--- src/rtl/uart_tx_arbiter_if.sv ---
// Bundle between the byte sources / UART TX core and the round-robin arbiter.
// The arbiter connects through the slave modport; whoever drives the
// requests and models the TX core uses the master modport.
interface uart_tx_arbiter_if;
    logic [3:0]  req_valid;
    logic [31:0] req_data;
    logic [3:0]  req_ack;
    logic        send_en;
    logic [7:0]  tx_data;
    logic        tx_done;
    logic [1:0]  grant_id;
    logic        busy;
    logic        err_nostart;

    modport slave (
        input  req_valid, req_data, tx_done,
        output req_ack, send_en, tx_data, grant_id, busy, err_nostart
    );

    modport master (
        output req_valid, req_data, tx_done,
        input  req_ack, send_en, tx_data, grant_id, busy, err_nostart
    );
endinterface

--- src/rtl/uart_tx_arbiter.sv ---
// Round-robin scheduler sharing one UART byte transmitter among 4 sources.
// Grants one byte at a time, pulses send_en, follows the core's tx_done level
// through start/finish, flags a core that never starts, and optionally
// inserts an idle gap before the next grant. All outputs are registered.
module uart_tx_arbiter #(
    parameter int GAP_CYCLES    = 16,
    parameter int START_TIMEOUT = 8
) (
    input logic             clk,
    input logic             reset,
    uart_tx_arbiter_if.slave bus
);
    localparam int NUM_SRC = 4;
    localparam int GW = (GAP_CYCLES > 0)    ? $clog2(GAP_CYCLES + 1)    : 1;
    localparam int TW = (START_TIMEOUT > 0) ? $clog2(START_TIMEOUT + 1) : 1;

    typedef enum logic [1:0] {IDLE, WAIT_BUSY, WAIT_DONE, GAP} state_t;

    state_t                     state_q, state_d;
    logic [1:0]                 last_q, last_d;
    logic [GW-1:0]              gap_cnt_q, gap_cnt_d;
    logic [TW-1:0]              to_cnt_q, to_cnt_d;
    logic                       send_en_q, send_en_d;
    logic [NUM_SRC-1:0]         req_ack_q, req_ack_d;
    logic [7:0]                 tx_data_q, tx_data_d;
    logic [1:0]                 grant_q, grant_d;
    logic                       busy_q, busy_d;
    logic                       err_q, err_d;

    logic [NUM_SRC-1:0][7:0]    req_bytes;
    logic                       pick_vld;
    logic [1:0]                 pick_id;

    assign req_bytes = bus.req_data;

    // Round-robin pick: first requester after the last granted one, wrapping.
    always_comb begin
        pick_vld = 1'b0;
        pick_id  = last_q;
        for (int k = 1; k <= NUM_SRC; k++) begin
            if (!pick_vld && bus.req_valid[last_q + 2'(k)]) begin
                pick_vld = 1'b1;
                pick_id  = last_q + 2'(k);
            end
        end
    end

    // Next-state and registered-output logic for the grant FSM.
    always_comb begin
        state_d   = state_q;
        last_d    = last_q;
        gap_cnt_d = gap_cnt_q;
        to_cnt_d  = to_cnt_q;
        send_en_d = 1'b0;
        req_ack_d = '0;
        tx_data_d = tx_data_q;
        grant_d   = grant_q;
        err_d     = 1'b0;

        unique case (state_q)
            IDLE: begin
                // A low tx_done here means the core is busy for someone else.
                if (bus.tx_done && pick_vld) begin
                    send_en_d          = 1'b1;
                    tx_data_d          = req_bytes[pick_id];
                    req_ack_d[pick_id] = 1'b1;
                    grant_d            = pick_id;
                    last_d             = pick_id;
                    to_cnt_d           = '0;
                    state_d            = WAIT_BUSY;
                end
            end
            WAIT_BUSY: begin
                // Core stays idle for a cycle or two while it latches the byte.
                if (!bus.tx_done) begin
                    state_d = WAIT_DONE;
                end else if (int'(to_cnt_q) + 1 >= START_TIMEOUT) begin
                    err_d   = 1'b1;
                    state_d = IDLE;
                end else if (to_cnt_q != '1) begin
                    to_cnt_d = to_cnt_q + 1'b1;
                end
            end
            WAIT_DONE: begin
                if (bus.tx_done) begin
                    gap_cnt_d = '0;
                    state_d   = (GAP_CYCLES == 0) ? IDLE : GAP;
                end
            end
            GAP: begin
                if (int'(gap_cnt_q) + 1 >= GAP_CYCLES) begin
                    state_d = IDLE;
                end else if (gap_cnt_q != '1) begin
                    gap_cnt_d = gap_cnt_q + 1'b1;
                end
            end
            default: state_d = IDLE;
        endcase

        busy_d = (state_d != IDLE);
    end

    // State, round-robin pointer, counters and output registers.
    always_ff @(posedge clk or negedge reset) begin
        if (!reset) begin
            state_q   <= IDLE;
            last_q    <= 2'd3;
            gap_cnt_q <= '0;
            to_cnt_q  <= '0;
            send_en_q <= 1'b0;
            req_ack_q <= '0;
            tx_data_q <= '0;
            grant_q   <= '0;
            busy_q    <= 1'b0;
            err_q     <= 1'b0;
        end else begin
            state_q   <= state_d;
            last_q    <= last_d;
            gap_cnt_q <= gap_cnt_d;
            to_cnt_q  <= to_cnt_d;
            send_en_q <= send_en_d;
            req_ack_q <= req_ack_d;
            tx_data_q <= tx_data_d;
            grant_q   <= grant_d;
            busy_q    <= busy_d;
            err_q     <= err_d;
        end
    end

    assign bus.send_en     = send_en_q;
    assign bus.req_ack     = req_ack_q;
    assign bus.tx_data     = tx_data_q;
    assign bus.grant_id    = grant_q;
    assign bus.busy        = busy_q;
    assign bus.err_nostart = err_q;
endmodule

--- src/flat_wrapper.sv ---
// flat-port wrapper written by rule: the top's interface ports become plain ports
module uart_tx_arbiter_flat 
#(
    parameter int GAP_CYCLES    = 16,
    parameter int START_TIMEOUT = 8
)
  (clk, reset, bus_req_valid, bus_req_data, bus_tx_done, bus_req_ack, bus_send_en, bus_tx_data, bus_grant_id, bus_busy, bus_err_nostart);
  uart_tx_arbiter_if bus_i ();
  input logic clk;
  input logic reset;
  input wire logic [$bits(bus_i.req_valid)-1:0] bus_req_valid;
  input wire logic [$bits(bus_i.req_data)-1:0] bus_req_data;
  input wire logic [$bits(bus_i.tx_done)-1:0] bus_tx_done;
  output wire logic [$bits(bus_i.req_ack)-1:0] bus_req_ack;
  output wire logic [$bits(bus_i.send_en)-1:0] bus_send_en;
  output wire logic [$bits(bus_i.tx_data)-1:0] bus_tx_data;
  output wire logic [$bits(bus_i.grant_id)-1:0] bus_grant_id;
  output wire logic [$bits(bus_i.busy)-1:0] bus_busy;
  output wire logic [$bits(bus_i.err_nostart)-1:0] bus_err_nostart;
  assign bus_i.req_valid = bus_req_valid;
  assign bus_i.req_data = bus_req_data;
  assign bus_i.tx_done = bus_tx_done;
  assign bus_req_ack = bus_i.req_ack;
  assign bus_send_en = bus_i.send_en;
  assign bus_tx_data = bus_i.tx_data;
  assign bus_grant_id = bus_i.grant_id;
  assign bus_busy = bus_i.busy;
  assign bus_err_nostart = bus_i.err_nostart;
  uart_tx_arbiter #(.GAP_CYCLES(GAP_CYCLES), .START_TIMEOUT(START_TIMEOUT)) u_core (.clk(clk), .reset(reset), .bus(bus_i));
endmodule
--- config.mk ---
export PLATFORM = sky130hd
export DESIGN_NAME = uart_tx_arbiter_flat
export DESIGN_NICKNAME = d
export VERILOG_FILES = /design/src/rtl/uart_tx_arbiter_if.sv /design/src/rtl/uart_tx_arbiter.sv /design/src/flat_wrapper.sv
export SDC_FILE = /design/constraint.sdc
export NUM_CORES = 1
export LEC_CHECK = 0
export CORE_UTILIZATION = 40
export CTS_BUF_LIST = sky130_fd_sc_hd__clkbuf_4 sky130_fd_sc_hd__clkbuf_8
export DETAILED_ROUTE_END_ITERATION = 8
export PLACE_DENSITY = 0.7
export SLEW_MARGIN = 0
export SYNTH_ARGS = -nofsm -noshare
export SYNTH_HDL_FRONTEND = slang
export SYNTH_SLANG_ARGS = --single-unit
--- constraint.sdc ---
create_clock -name clk -period 6.05 [get_ports clk]
set_input_delay 1.21 -clock clk [delete_from_list [all_inputs] [get_ports clk]]
set_output_delay 1.21 -clock clk [all_outputs]
set_load 0.05 [all_outputs]
### After elaboration in Yosys (flattened, before gate mapping)

Cells that the tools add are included.

| word-level totals | value |
|---|---|
| register bits after elaboration | 30 |
| output and inout bits | 17 |
| input port bits | 39 |
| logic and storage cells | 94 |

| cells by class | value |
|---|---|
| eq/ne operators | 12 |
| reductions and logical operators | 15 |
| add/sub/neg operators | 7 |
| muxes and demuxes | 42 |
| order comparisons | 8 |

Operators by type and width:

| kind | number |
|---|---|
| greater-or-equal comparator 32 x 5 -> 1 bit (second input constant) | 1 |
| greater-or-equal comparator 32 x 6 -> 1 bit (second input constant) | 1 |
| two-way mux 4 bit | 6 |
| two-way mux 2 bit | 9 |
| binary-select mux 8 bit (select 2 bit) | 1 |
| < comparator 2 x 3 -> 1 bit (second input constant) | 5 |
| two-way mux 5 bit | 3 |
| two-way mux 1 bit | 14 |
| one-hot mux 5 bit (2 select lines) | 1 |
| binary-select mux 1 bit (select 2 bit) | 4 |
| two-way mux 8 bit | 1 |
| != test 2 bit (second input constant) | 4 |
| one-hot mux 2 bit (4 select lines) | 1 |
| one-hot mux 4 bit (2 select lines) | 1 |
| adder 5 x 1 -> 6 bit (second input constant) | 1 |
| != test 2 x 1 -> 1 bit (second input constant) | 3 |
| nonzero test 2 bit | 3 |
| adder 4 x 1 -> 5 bit (second input constant) | 1 |
| adder 5 x 1 -> 5 bit (second input constant) | 1 |
| logical AND 1 bit | 5 |
| != test 5 bit (second input constant) | 1 |
| AND reduction 5 bit | 1 |
| adder 2 bit (second input constant) | 2 |
| adder 4 x 1 -> 4 bit (second input constant) | 1 |
| other kinds (10) | 13 |

### Longest topological paths before layout

Gate-level depths: netlist of run 1.

| logic depth | value |
|---|---|
| depth in word-level cells | 19 |
| mapped depth | 7 |
| mapped depth without buffers | 7 |

### Least setup slack after synthesis of run 1

No wires, ideal clock.

| path | value |
|---|---|
| kind | in2reg |
| from | input bus_req_valid[3] |
| to | register u_core.to_cnt_q[2] |
| slack | 3.712 ns |
| data required time | 5.928 ns |
| library setup time | 0.122 ns |
| stages on the path | 5 |
| arrival time | 2.216 ns |
| path buffers | 0 |
| cell sequence | nor4_1 > a21o_1 > o21bai_1 > o21ai_0 > a32o_1 |

| on the way | value |
|---|---|
| cells in the longest elaborated chain, start to end | 15 |
| elaborated cells between the ends (all ways) | 21 |
| those cells by class | eq/ne: 1; mux: 12; reduce/logical: 8 |

Ends and longest elaborated chain:

| item | line | RTL |
|---|---|---|
| start: declaration | flat_wrapper.sv:11 | `input wire logic [$bits(bus_i.req_valid)-1:0] bus_req_valid;` |
| binary-select mux 1 bit (select 2 bit) | uart_tx_arbiter.sv:41 | `if (!pick_vld && bus.req_valid[last_q + 2'(k)]) begin` |
| two-way mux 1 bit (not written as such) | uart_tx_arbiter.sv:41 |  |
| two-way mux 1 bit | uart_tx_arbiter.sv:41 |  |
| zero test 1 bit | uart_tx_arbiter.sv:41 |  |
| logical AND 1 bit | uart_tx_arbiter.sv:41 |  |
| two-way mux 1 bit | uart_tx_arbiter.sv:41 |  |
| zero test 1 bit | uart_tx_arbiter.sv:41 |  |
| logical AND 1 bit | uart_tx_arbiter.sv:41 |  |
| two-way mux 1 bit | uart_tx_arbiter.sv:41 |  |
| zero test 1 bit | uart_tx_arbiter.sv:41 |  |
| logical AND 1 bit | uart_tx_arbiter.sv:41 |  |
| two-way mux 1 bit (*) | uart_tx_arbiter.sv:41 |  |
| logical AND 1 bit (*) | uart_tx_arbiter.sv:63 | `if (bus.tx_done && pick_vld) begin` |
| != test 2 x 1 -> 1 bit (no source line) (*) | n/a |  |
| AND reduction 5 bit (no source line) (*) | n/a |  |
| end signal: assignment | uart_tx_arbiter.sv:120 | `to_cnt_q <= to_cnt_d;` |
| end: declaration | uart_tx_arbiter.sv:22 | `logic [TW-1:0] to_cnt_q, to_cnt_d;` |

Mark *: on every way between the ends. The rest lies on a longest branch, timed or not. The select of a mux whose other input is x is not followed.
A chain may end at the register's enable or synchronous reset.

### Final worst setup path of run 1

| path | value |
|---|---|
| from | input bus_req_valid[1] |
| to | register u_core.tx_data_q[3], in the netlist u_core.bus.tx_data[3] |

| on the way | value |
|---|---|
| cells in the longest elaborated chain, start to end | 14 |
| elaborated cells between the ends (all ways) | 26 |
| those cells by class | mux: 18; reduce/logical: 8 |

Ends and longest elaborated chain:

| item | line | RTL |
|---|---|---|
| binary-select mux 1 bit (select 2 bit) | uart_tx_arbiter.sv:41 |  |
| two-way mux 1 bit (not written as such) | uart_tx_arbiter.sv:41 |  |
| two-way mux 1 bit | uart_tx_arbiter.sv:41 |  |
| zero test 1 bit | uart_tx_arbiter.sv:41 |  |
| logical AND 1 bit | uart_tx_arbiter.sv:41 |  |
| two-way mux 1 bit | uart_tx_arbiter.sv:41 |  |
| zero test 1 bit | uart_tx_arbiter.sv:41 |  |
| logical AND 1 bit | uart_tx_arbiter.sv:41 |  |
| two-way mux 1 bit | uart_tx_arbiter.sv:41 |  |
| zero test 1 bit | uart_tx_arbiter.sv:41 |  |
| logical AND 1 bit | uart_tx_arbiter.sv:41 |  |
| two-way mux 2 bit / two-way mux 1 bit (equally long branches) | uart_tx_arbiter.sv:41 |  |
| binary-select mux 8 bit (select 2 bit) / logical AND 1 bit (equally long branches) | uart_tx_arbiter.sv:65, uart_tx_arbiter.sv:63 |  |
| two-way mux 8 bit (not written as such) / AND reduction 2 bit (equally long branches) | n/a |  |
| end signal: assignment | uart_tx_arbiter.sv:123 | `tx_data_q <= tx_data_d;` |
| end: declaration | uart_tx_arbiter.sv:25 | `logic [7:0] tx_data_q, tx_data_d;` |

Parallel ways exist; a longest one is shown, timed or not. The select of a mux whose other input is x is not followed.

==> results of run 1 <==
stage by stage:
| stage | setup slack [ns] | util, % | cells | hold slack (ns) | power (mW) |
|---|---|---|---|---|---|
| finish | 2.96 | 60.8 | 261 | 0.495 | 0.983 |
| global route | 2.81 | 60.8 | 261 | 0.520 | 1.04 |
| CTS | 2.97 | 60.8 | 261 | 0.495 | 0.989 |
| detailed placement | 2.65 | 58.3 | 253 | 0.477 | 0.817 |
| global placement | 2.78 | 58.3 | 253 | 0.472 | 0.799 |
| floorplan | 3.71 | - | 155 | 0.466 | 0.673 |
layout by cell type (no fill, tap or decap), types with 2 or more instances in the layout:
| cell | count |
|---|---|
| dfrtp_1 | 28 |
| dfstp_2 | 2 |
| o21a_1 | 3 |
| o21ai_0 | 8 |
| clkdlybuf4s50_1 | 55 |
| o31ai_1 | 2 |
| ha_1 | 4 |
| and3_1 | 3 |
| a21oi_1 | 5 |
| a31oi_1 | 2 |
| nor2_1 | 11 |
| mux2i_1 | 19 |
| nand3_1 | 2 |
| nand2_2 | 2 |
| o221ai_1 | 8 |
| nand2_1 | 17 |
| nor2b_1 | 2 |
| clkbuf_8 | 6 |
| nand2b_1 | 6 |
| inv_1 | 5 |
sequential cells by signal, indices dropped and copies added, names as in the netlist, 2 cells and up:
signal	count
u_core.bus.req_ack	4
u_core.bus.grant_id	2
u_core.bus.tx_data	8
u_core.gap_cnt_q	5
u_core.state_q	2
u_core.last_q	2
u_core.to_cnt_q	4
metal layers:
metal	up-vias	global-route usage, %	part of all wire [%]
met2	38	32.4	50
met5	-	0	0
li1	678	-	-
met1	668	20.8	44
met3	5	4.51	4.4
met4	0	8.97	1.5
power by group through the flow:
stage	Clock, mW	Sequential [mW]	Combinational, mW
final	0.172	0.343	0.468
after global routing	0.181	0.354	0.508
after floorplan	0	0.439	0.235
after CTS	0.174	0.343	0.473
after global placement	0	0.341	0.458
after detailed placement	0	0.344	0.473
worst min-delay path by stage:
stage	to	slack, ns	startpoint	cells past startpoint
floorplan	u_core.to_cnt_q[0]$_DFFE_PN0P_	0.47	u_core.to_cnt_q[3]$_DFFE_PN0P_	1
global placement	u_core.bus.tx_data[7]$_DFFE_PN0P_	0.47	u_core.bus.tx_data[7]$_DFFE_PN0P_	2
detailed placement	u_core.bus.tx_data[1]$_DFFE_PN0P_	0.48	u_core.bus.tx_data[1]$_DFFE_PN0P_	2
CTS	u_core.bus.tx_data[6]$_DFFE_PN0P_	0.49	u_core.bus.tx_data[6]$_DFFE_PN0P_	2
global route	u_core.bus.tx_data[1]$_DFFE_PN0P_	0.52	u_core.bus.tx_data[1]$_DFFE_PN0P_	2
finish	u_core.bus.tx_data[6]$_DFFE_PN0P_	0.50	u_core.bus.tx_data[6]$_DFFE_PN0P_	2
logic make-up (layout without fill, tap and decap cells):
group | after synthesis | after routing | share of synthesized area [%]
flip-flops | 30 | 30 | 46.5
multiplexers | 20 | 20 | 12.4
AO/OA/AOI/OAI | 39 | 39 | 18.2
adder cells (fa/ha/maj) | 4 | 4 | 3.09
AND/OR/NAND/NOR | 50 | 50 | 15.6
buffers and inverters | 12 | 70 | 4.24
cell type report:
type / instances / area [sq um] / share of cell area, %
Clock inverter: 1 / 5.00 / 0.218
Sequential cell: 30 / 753 / 32.8
Clock buffer: 7 / 90.1 / 3.93
Timing Repair Buffer: 56 / 558 / 24.3
Inverter: 6 / 27.5 / 1.20
Multi-Input combinational cell: 113 / 800 / 34.9
Tap cell: 48 / 60.1 / 2.62
critical path, cell delays in order:
cell	delay, ns
clkdlybuf4s50_1	0.53
a22oi_1	0.11
o21ai_2	0.91
mux2i_1	0.32
o221ai_1	0.15
==> results.cfg, run 1 <==
[power_and_ir_drop]
pwr_density_cell_nw_per_um2 = 429
p_int_uw = 566
seqPwrFrac_pct = 34.9
swShare_pct = 42.4
power_frac_clock_pct = 17.5
p_leak_nw = 1.03
ir_drop_mv = 0.216
power_frac_comb_pct = 47.6
power.switching_uw = 417

[global_routing]
globalRouteOverflowTotal = 0
grt_use_total_pct = 18.5
grt_max_degree = 31
grt_pass1_vias = 1365
grt_pass1_wl_mm = 6.00
grt_antenna_before_repair = 0

[placement]
dpl_cell_area_sq_um = 2200
gp_routability_congestion = 0.755
dp_hpwl_mm = 2.65
io_buffers = 55

[synthesis]
synth_largest_area_cell = dfrtp_1
ys.warnings.count = 0
synthTopCellsByArea = dfrtp_1 (43%), mux2i_1 (12%), o221ai_1 (4.3%)
ys.flop_type = dfrtp_1
synth_edf_count = 0
async_flop_share_pct = 100
ys_seq_elements = 30
synth_nets = 198
synth.distinct_cells = 41
yosys-top-cells-count = dfrtp_1 (28), mux2i_1 (19), nand2_1 (17)
ys_seq_area_share_pct = 46.5
yosysMostFrequentCell = dfrtp_1
synth_top_area_share_pct = 43.2
syn_area_sq_um = 1620
syn_inst = 155
syn_area_per_cell_sq_um = 10.5

[critical_path]
cp.required_ns = 6.20
ff2ff_path_depth = 7
worstSetupPathType = in -> reg
ff2ff_setup_slack_ns = 3.79
start_kind = primary input
worst_setup_path_end_kind = register
crit_path_start = bus_req_valid[1]
cp_max_fo = 21
arrival_ns = 3.24
r2r-start = u_core.gap_cnt_q[0]$_DFFE_PN0P_
r2r-end = u_core.gap_cnt_q[3]$_DFFE_PN0P_
cp-endpoint = u_core.bus.tx_data[3]$_DFFE_PN0P_

[clocking]
cts_setup_buffers = 0
cts_tree = done
clkTransAtPathRegs_ns = 0.07
clock-sinks = 30
cts_resized = 0
clockBufferDepth = 2
numCtsBuffers = 5
ctsHoldBuffers = 0
cts-root-buf = clkbuf_8
ctsHtreeMaxLevel = 2
worstSkewPairLatency_ns = 0.28

[sta]
maxSlewHeadroom_pct = 20.8
post-route-min-period_ns = 3.09
clock_skew_ns = 0.00468
setup_viol = 0
grt_setup_unrepaired = no
timing.final.max_slew_violations = 0
worstMarginPinSlew_ns = 1.19
final.setup.tns_ns = 0
finalHoldViolCount = 0
max_freq_ghz = 0.323
post-route-period-util_pct = 51.1

[floorplanning]
die_w_um = 65.7
core_sq_um = 3770
initial_core_util_pct = 43.0
die_h_um = 65.7
rows = 22
io_pins = 56
dieArea_sq_um = 4310

[cells_and_area]
finalNetCount = 255
antennaDiodeCount = 0
area_growth_pct = 41.4
fill_cells = 302
drive_above_1_share_pct = 8.92
design_area_sq_um = 2290

[routing]
drt_iter0_markers = 52
vias = 1389
dr.pass1.iters = 4
wl_per_cell_um = 13.8
remaining_drc_errors = 0
drt_wl_total_mm = 3.60
detail_route.vias_per_cell = 5.32
ant_nets = 0

[worst_hold_path]
worstHoldPathType = reg -> reg

[status]
status = finished clean

[flow_run]
maxCapViolCount = 0
Power figures use the tool's default switching activity.
==> inputs of run 2 (changes only) <==
--- a/config.mk
+++ b/config.mk
@@ -8,7 +8,7 @@
 export CORE_UTILIZATION = 40
 export CTS_BUF_LIST = sky130_fd_sc_hd__clkbuf_4 sky130_fd_sc_hd__clkbuf_8
 export DETAILED_ROUTE_END_ITERATION = 8
-export PLACE_DENSITY = 0.7
+export PLACE_DENSITY = 0.73
 export SLEW_MARGIN = 0
 export SYNTH_ARGS = -nofsm -noshare
 export SYNTH_HDL_FRONTEND = slang
==> constraint.sdc (replaced) <==
create_clock -name clk -period 2.7 [get_ports clk]
set_input_delay 0.54 -clock clk [delete_from_list [all_inputs] [get_ports clk]]
set_output_delay 0.54 -clock clk [all_outputs]
set_load 0.05 [all_outputs]
==> run 2 against run 1 <==
  * Register-to-register slack worse by 3.3 ns
  * Via count is 1.3% higher
  * Count of clock-buffer cells in the layout stayed put
  * Critical path type unchanged
  * Critical endpoint is now u_core.bus.tx_data[0]$_DFFE_PN0P_
  * Highest routed layer unchanged
==> results.cfg, run 2 (synthesis results as in run 1) <==
[status]
status = finished clean

[sta]
clock_skew_ns = 0.00412
post-route-period-util_pct = 90.0
max_freq_ghz = 0.412
maxSlewHeadroom_pct = 22.1
grt_setup_unrepaired = no
timing.final.max_slew_violations = 0
setup_viol = 0
worstMarginPinSlew_ns = 1.17
finalHoldViolCount = 0
post-route-min-period_ns = 2.43

[floorplanning]
io_pins = 56
rows = 22
initial_core_util_pct = 43.0
core_sq_um = 3770
die_w_um = 65.7
dieArea_sq_um = 4310
die_h_um = 65.7

[cells_and_area]
drive_above_1_share_pct = 9.77
mostFrequentLayoutCell = clkdlybuf4s50_1
design_area_sq_um = 2310
mostFrequentLayoutCells = clkdlybuf4s50_1 (55), dfrtp_1 (28), mux2i_1 (19)
area_growth_pct = 42.4
antennaDiodeCount = 0
finalNetCount = 257
fill_cells = 296
largest_reg_flops = 8

[clocking]
cts-root-buf = clkbuf_8
ctsHoldBuffers = 0
clock-sinks = 30
worstSkewPairLatency_ns = 0.28
ctsHtreeMaxLevel = 2
numCtsBuffers = 5
clkTransAtPathRegs_ns = 0.06
clockBufferDepth = 2
cts_resized = 0
cts_tree = done
cts_setup_buffers = 0

[critical_path]
start_kind = primary input
worst_setup_path_end_kind = register
arrival_ns = 2.56
cp_max_fo = 20
worstSetupPathType = in -> reg
cp.required_ns = 2.83

[global_routing]
grt_max_degree = 31
globalRouteOverflowTotal = 0
grt_use_total_pct = 19.7
grt_pass1_vias = 1501
grt_pass1_wl_mm = 6.46
grt_antenna_before_repair = 0

[routing]
wl_per_cell_um = 14.1
dr.pass1.iters = 4
remaining_drc_errors = 0
vias = 1407
ant_nets = 0
drt_wl_total_mm = 3.70
detail_route.vias_per_cell = 5.35
drt_iter0_markers = 92

[placement]
dp_hpwl_mm = 2.81
gp_routability_congestion = 0.753
dpl_cell_area_sq_um = 2210
io_buffers = 55

[power_and_ir_drop]
ir_drop_mv = 0.569
p_leak_nw = 1.04
pwr_density_cell_nw_per_um2 = 960
p_total_mw = 2.22

[flow_run]
maxCapViolCount = 0

[worst_hold_path]
worstHoldPathType = reg -> reg
run 2: routing by layer:
layer,vias to the layer above,GRT usage (%),wire [um]
li1,675,-,-
met1,690,21.9,1550
met2,38,35.6,2000
met3,4,4.69,110
met4,0,8.15,41
met5,-,0,0
run 2: worst paths after layout:
path / from / endpoint / slack (ns) / cells past startpoint
max: bus_req_valid[1] / u_core.bus.tx_data[0]$_DFFE_PN0P_ / 0.27 / 5
min: u_core.bus.tx_data[2]$_DFFE_PN0P_ / u_core.bus.tx_data[2]$_DFFE_PN0P_ / 0.49 / 2
min in group asynchronous: reset / u_core.gap_cnt_q[4]$_DFFE_PN0P_ / 0.64 / 2
max in group asynchronous: reset / u_core.last_q[1]$_DFFE_PN1P_ / 1.74 / 2
max reg2reg: u_core.gap_cnt_q[0]$_DFFE_PN0P_ / u_core.gap_cnt_q[3]$_DFFE_PN0P_ / 0.45 / 7
min reg2reg: u_core.bus.tx_data[2]$_DFFE_PN0P_ / u_core.bus.tx_data[2]$_DFFE_PN0P_ / 0.49 / 2
run 2: per-stage QoR:
step	cells	utilization (%)	hold WS, ns	setup TNS (ns)	setup slack (ns)
2_1_floorplan	155	-	0.244	0	0.625
3_3_place_gp	255	58.7	0.470	0	0.149
3_5_place_dp	255	58.7	0.481	-0.0366	-0.0366
4_1_cts	263	61.2	0.495	0	0.250
5_1_grt	263	61.2	0.524	0	0.189
6_report	263	61.2	0.495	0	0.270
run 2: layout make-up:
class	instances	area, sq um	area share, %
inverter	6	27.5	1.19
timing repair buffer	58	573	24.8
tap	48	60.1	2.60
sequential	30	753	32.6
clock inverter	1	5.00	0.217
multi-input combinational	113	800	34.6
clock buffer	7	90.1	3.90
run 2: critical path, cell delays in order:
cell and delay, ns:
clkdlybuf4s50_1 0.54, a22oi_1 0.10, o21ai_2 0.89, mux2i_1 0.32, o221ai_1 0.15
run 2: power breakdown:
| group | leakage [nW] | switching [mW] | internal, mW | total, mW |
|---|---|---|---|---|
| clock network | 0.0517 | 0.162 | 0.215 | 0.378 |
| registers | 0.377 | 0.158 | 0.610 | 0.768 |
| logic | 0.609 | 0.617 | 0.454 | 1.07 |
==> inputs of run 3 (changes only) <==
--- a/config.mk
+++ b/config.mk
@@ -5,9 +5,11 @@
 export SDC_FILE = /design/constraint.sdc
 export NUM_CORES = 1
 export LEC_CHECK = 0
+export CORE_MARGIN = 2
 export CORE_UTILIZATION = 40
 export CTS_BUF_LIST = sky130_fd_sc_hd__clkbuf_4 sky130_fd_sc_hd__clkbuf_8
 export DETAILED_ROUTE_END_ITERATION = 8
+export GPL_ROUTABILITY_DRIVEN = 0
 export PLACE_DENSITY = 0.73
 export SLEW_MARGIN = 0
 export SYNTH_ARGS = -nofsm -noshare
==> run 3 against run 2 <==
  * Count of clock-buffer cells in the layout is 1 higher
  * Cell count is 0.76% higher
  * Hold slack better by 0.0035 ns
  * Combinational power hardly changed
  * First-iteration DRC count is 33% lower
  * Maximum frequency is 3.2% higher
  * Wire length is 9.6% higher
  * Non-clock buffer count stayed put
  * Clock power is 1% higher
  * Via count is 1.4% lower
  * Critical endpoint is now u_core.bus.tx_data[1]$_DFFE_PN0P_
==> results.cfg, run 3 (synthesis results as in run 1) <==
[sta]
post-route-min-period_ns = 2.35
clock_skew_ns = 0.00296
setup_viol = 0
max_freq_ghz = 0.425
post-route-period-util_pct = 87.2
finalHoldViolCount = 0
final.setup.tns_ns = 0
timing.final.max_slew_violations = 0
maxSlewHeadroom_pct = 29.6
worstMarginPinSlew_ns = 1.06
grt_setup_unrepaired = no

[clocking]
ctsHtreeMaxLevel = 2
worstSkewPairLatency_ns = 0.28
cts_setup_buffers = 0
cts_resized = 0
cts_tree = done
ctsHoldBuffers = 0
clock-sinks = 30
numCtsBuffers = 5
cts-root-buf = clkbuf_8
clkTransAtPathRegs_ns = 0.06
clockBufferDepth = 2

[critical_path]
start_kind = primary input
cp_max_fo = 17
cp.required_ns = 2.84
crit_slowest_cell = o21ai_2
arrival_ns = 2.50
critPathBufInv = 1
worst_setup_path_end_kind = register
cpLargestDelayFamily = compound AO/OA/AOI/OAI gates
ff2ff_setup_slack_ns = 0.45
worstSetupPathType = in -> reg
crit_chain = clkdlybuf4s50_1 -> a22oi_1 -> o21ai_2 -> mux2i_1 -> o221ai_1
slowest_delay_ns = 0.82

[power_and_ir_drop]
pwr_density_cell_nw_per_um2 = 962
power_frac_clock_pct = 17.2
power.switching_uw = 933
p_leak_nw = 1.04
seqPwrFrac_pct = 34.5
power_frac_comb_pct = 48.4
swShare_pct = 41.9
ir_drop_mv = 0.421
p_int_mw = 1.29

[floorplanning]
core_sq_um = 3940
initial_core_util_pct = 41.1
dieArea_sq_um = 4580
die_h_um = 67.7
io_pins = 56
die_w_um = 67.7
rows = 23

[global_routing]
grt_pass1_wl_mm = 6.24
grt_max_degree = 31
grt_pass1_vias = 1330
grt_busiest_layer = met2
grtUsageMet2_pct = 32.6
grtUsageMet3_pct = 4.17
grt_antenna_before_repair = 0
grt_use_total_pct = 18.7
globalRouteOverflowTotal = 0
use_met1_pct = 21.3

[worst_hold_path]
worstHoldPathType = reg -> reg

[routing]
remaining_drc_errors = 0
detail_route.vias_per_cell = 5.24
vias = 1388
dr.pass1.iters = 4
ant_nets = 0
drt_iter0_markers = 62
wl_per_cell_um = 15.3
drt_wl_total_mm = 4.06

[cells_and_area]
mostFrequentLayoutCell = clkdlybuf4s50_1
antennaDiodeCount = 0
multiInputGateArea_sq_um = 800
area_growth_pct = 42.7
fill_cells = 331
seqCellArea_sq_um = 753
drive_above_1_share_pct = 9.77
design_area_sq_um = 2310
mostFrequentLayoutCells = clkdlybuf4s50_1 (55), dfrtp_1 (28), mux2i_1 (19)
finalNetCount = 257
largest_reg_flops = 8

[placement]
dpl_cell_area_sq_um = 2220
io_buffers = 55
dp_hpwl_mm = 3.09

[flow_run]
maxCapViolCount = 0

[status]
status = finished clean
-- run 3: layer usage --
layer | vias up | part of all wire, %
met2 | 39 | 52
met1 | 664 | 41
li1 | 677 | -
met3 | 8 | 5.0
met4 | 0 | 2.2
met5 | - | 0
-- run 3: per-stage QoR --
step	hold WS, ns	power (mW)	setup WS, ns	utilization [%]	std cells
2_1_floorplan	0.244	1.51	0.625	-	155
3_3_place_gp	0.469	1.81	0.186	56.2	257
3_5_place_dp	0.479	1.86	0.0496	56.2	257
4_1_cts	0.494	2.25	0.347	58.7	265
5_1_grt	0.523	2.37	0.203	58.7	265
6_report	0.498	2.23	0.346	58.7	265
-- run 3: area by class of cell --
class	count	share of cell area (%)
well taps	50	2.70
repair buffers	58	24.8
clock buffers	8	4.22
flip-flops and latches	30	32.6
inverters	6	1.19
multi-input cells	113	34.6
-- run 3: power by group through the flow --
stage	Combinational (mW)	Clock (mW)	Sequential [mW]
4_1_cts	1.09	0.394	0.765
3_5_place_dp	1.09	0	0.772
6_report	1.08	0.382	0.767
2_1_floorplan	0.526	0	0.983
5_1_grt	1.16	0.417	0.791
3_3_place_gp	1.05	0	0.760
-- run 3: path summary, 6_finish.rpt --
kind | start | end | depth (start not counted)
max | bus_req_valid[1] | u_core.bus.tx_data[1]$_DFFE_PN0P_ | 5
min | u_core.bus.grant_id[1]$_DFFE_PN0P_ | u_core.bus.grant_id[1]$_DFFE_PN0P_ | 1
max in group asynchronous | reset | u_core.last_q[1]$_DFFE_PN1P_ | 2
max reg2reg | u_core.gap_cnt_q[0]$_DFFE_PN0P_ | u_core.gap_cnt_q[3]$_DFFE_PN0P_ | 7
min in group asynchronous | reset | u_core.bus.tx_data[5]$_DFFE_PN0P_ | 2
min reg2reg | u_core.bus.grant_id[1]$_DFFE_PN0P_ | u_core.bus.grant_id[1]$_DFFE_PN0P_ | 1
-- run 3: worst reg2reg max path, cell delays in order (launching register included) --
cell	delay, ns
dfrtp_1	0.42
ha_1	0.25
and3_1	0.19
ha_1	0.32
a311oi_4	0.35
nand2_1	0.11
mux2_1	0.32
a22o_1	0.18
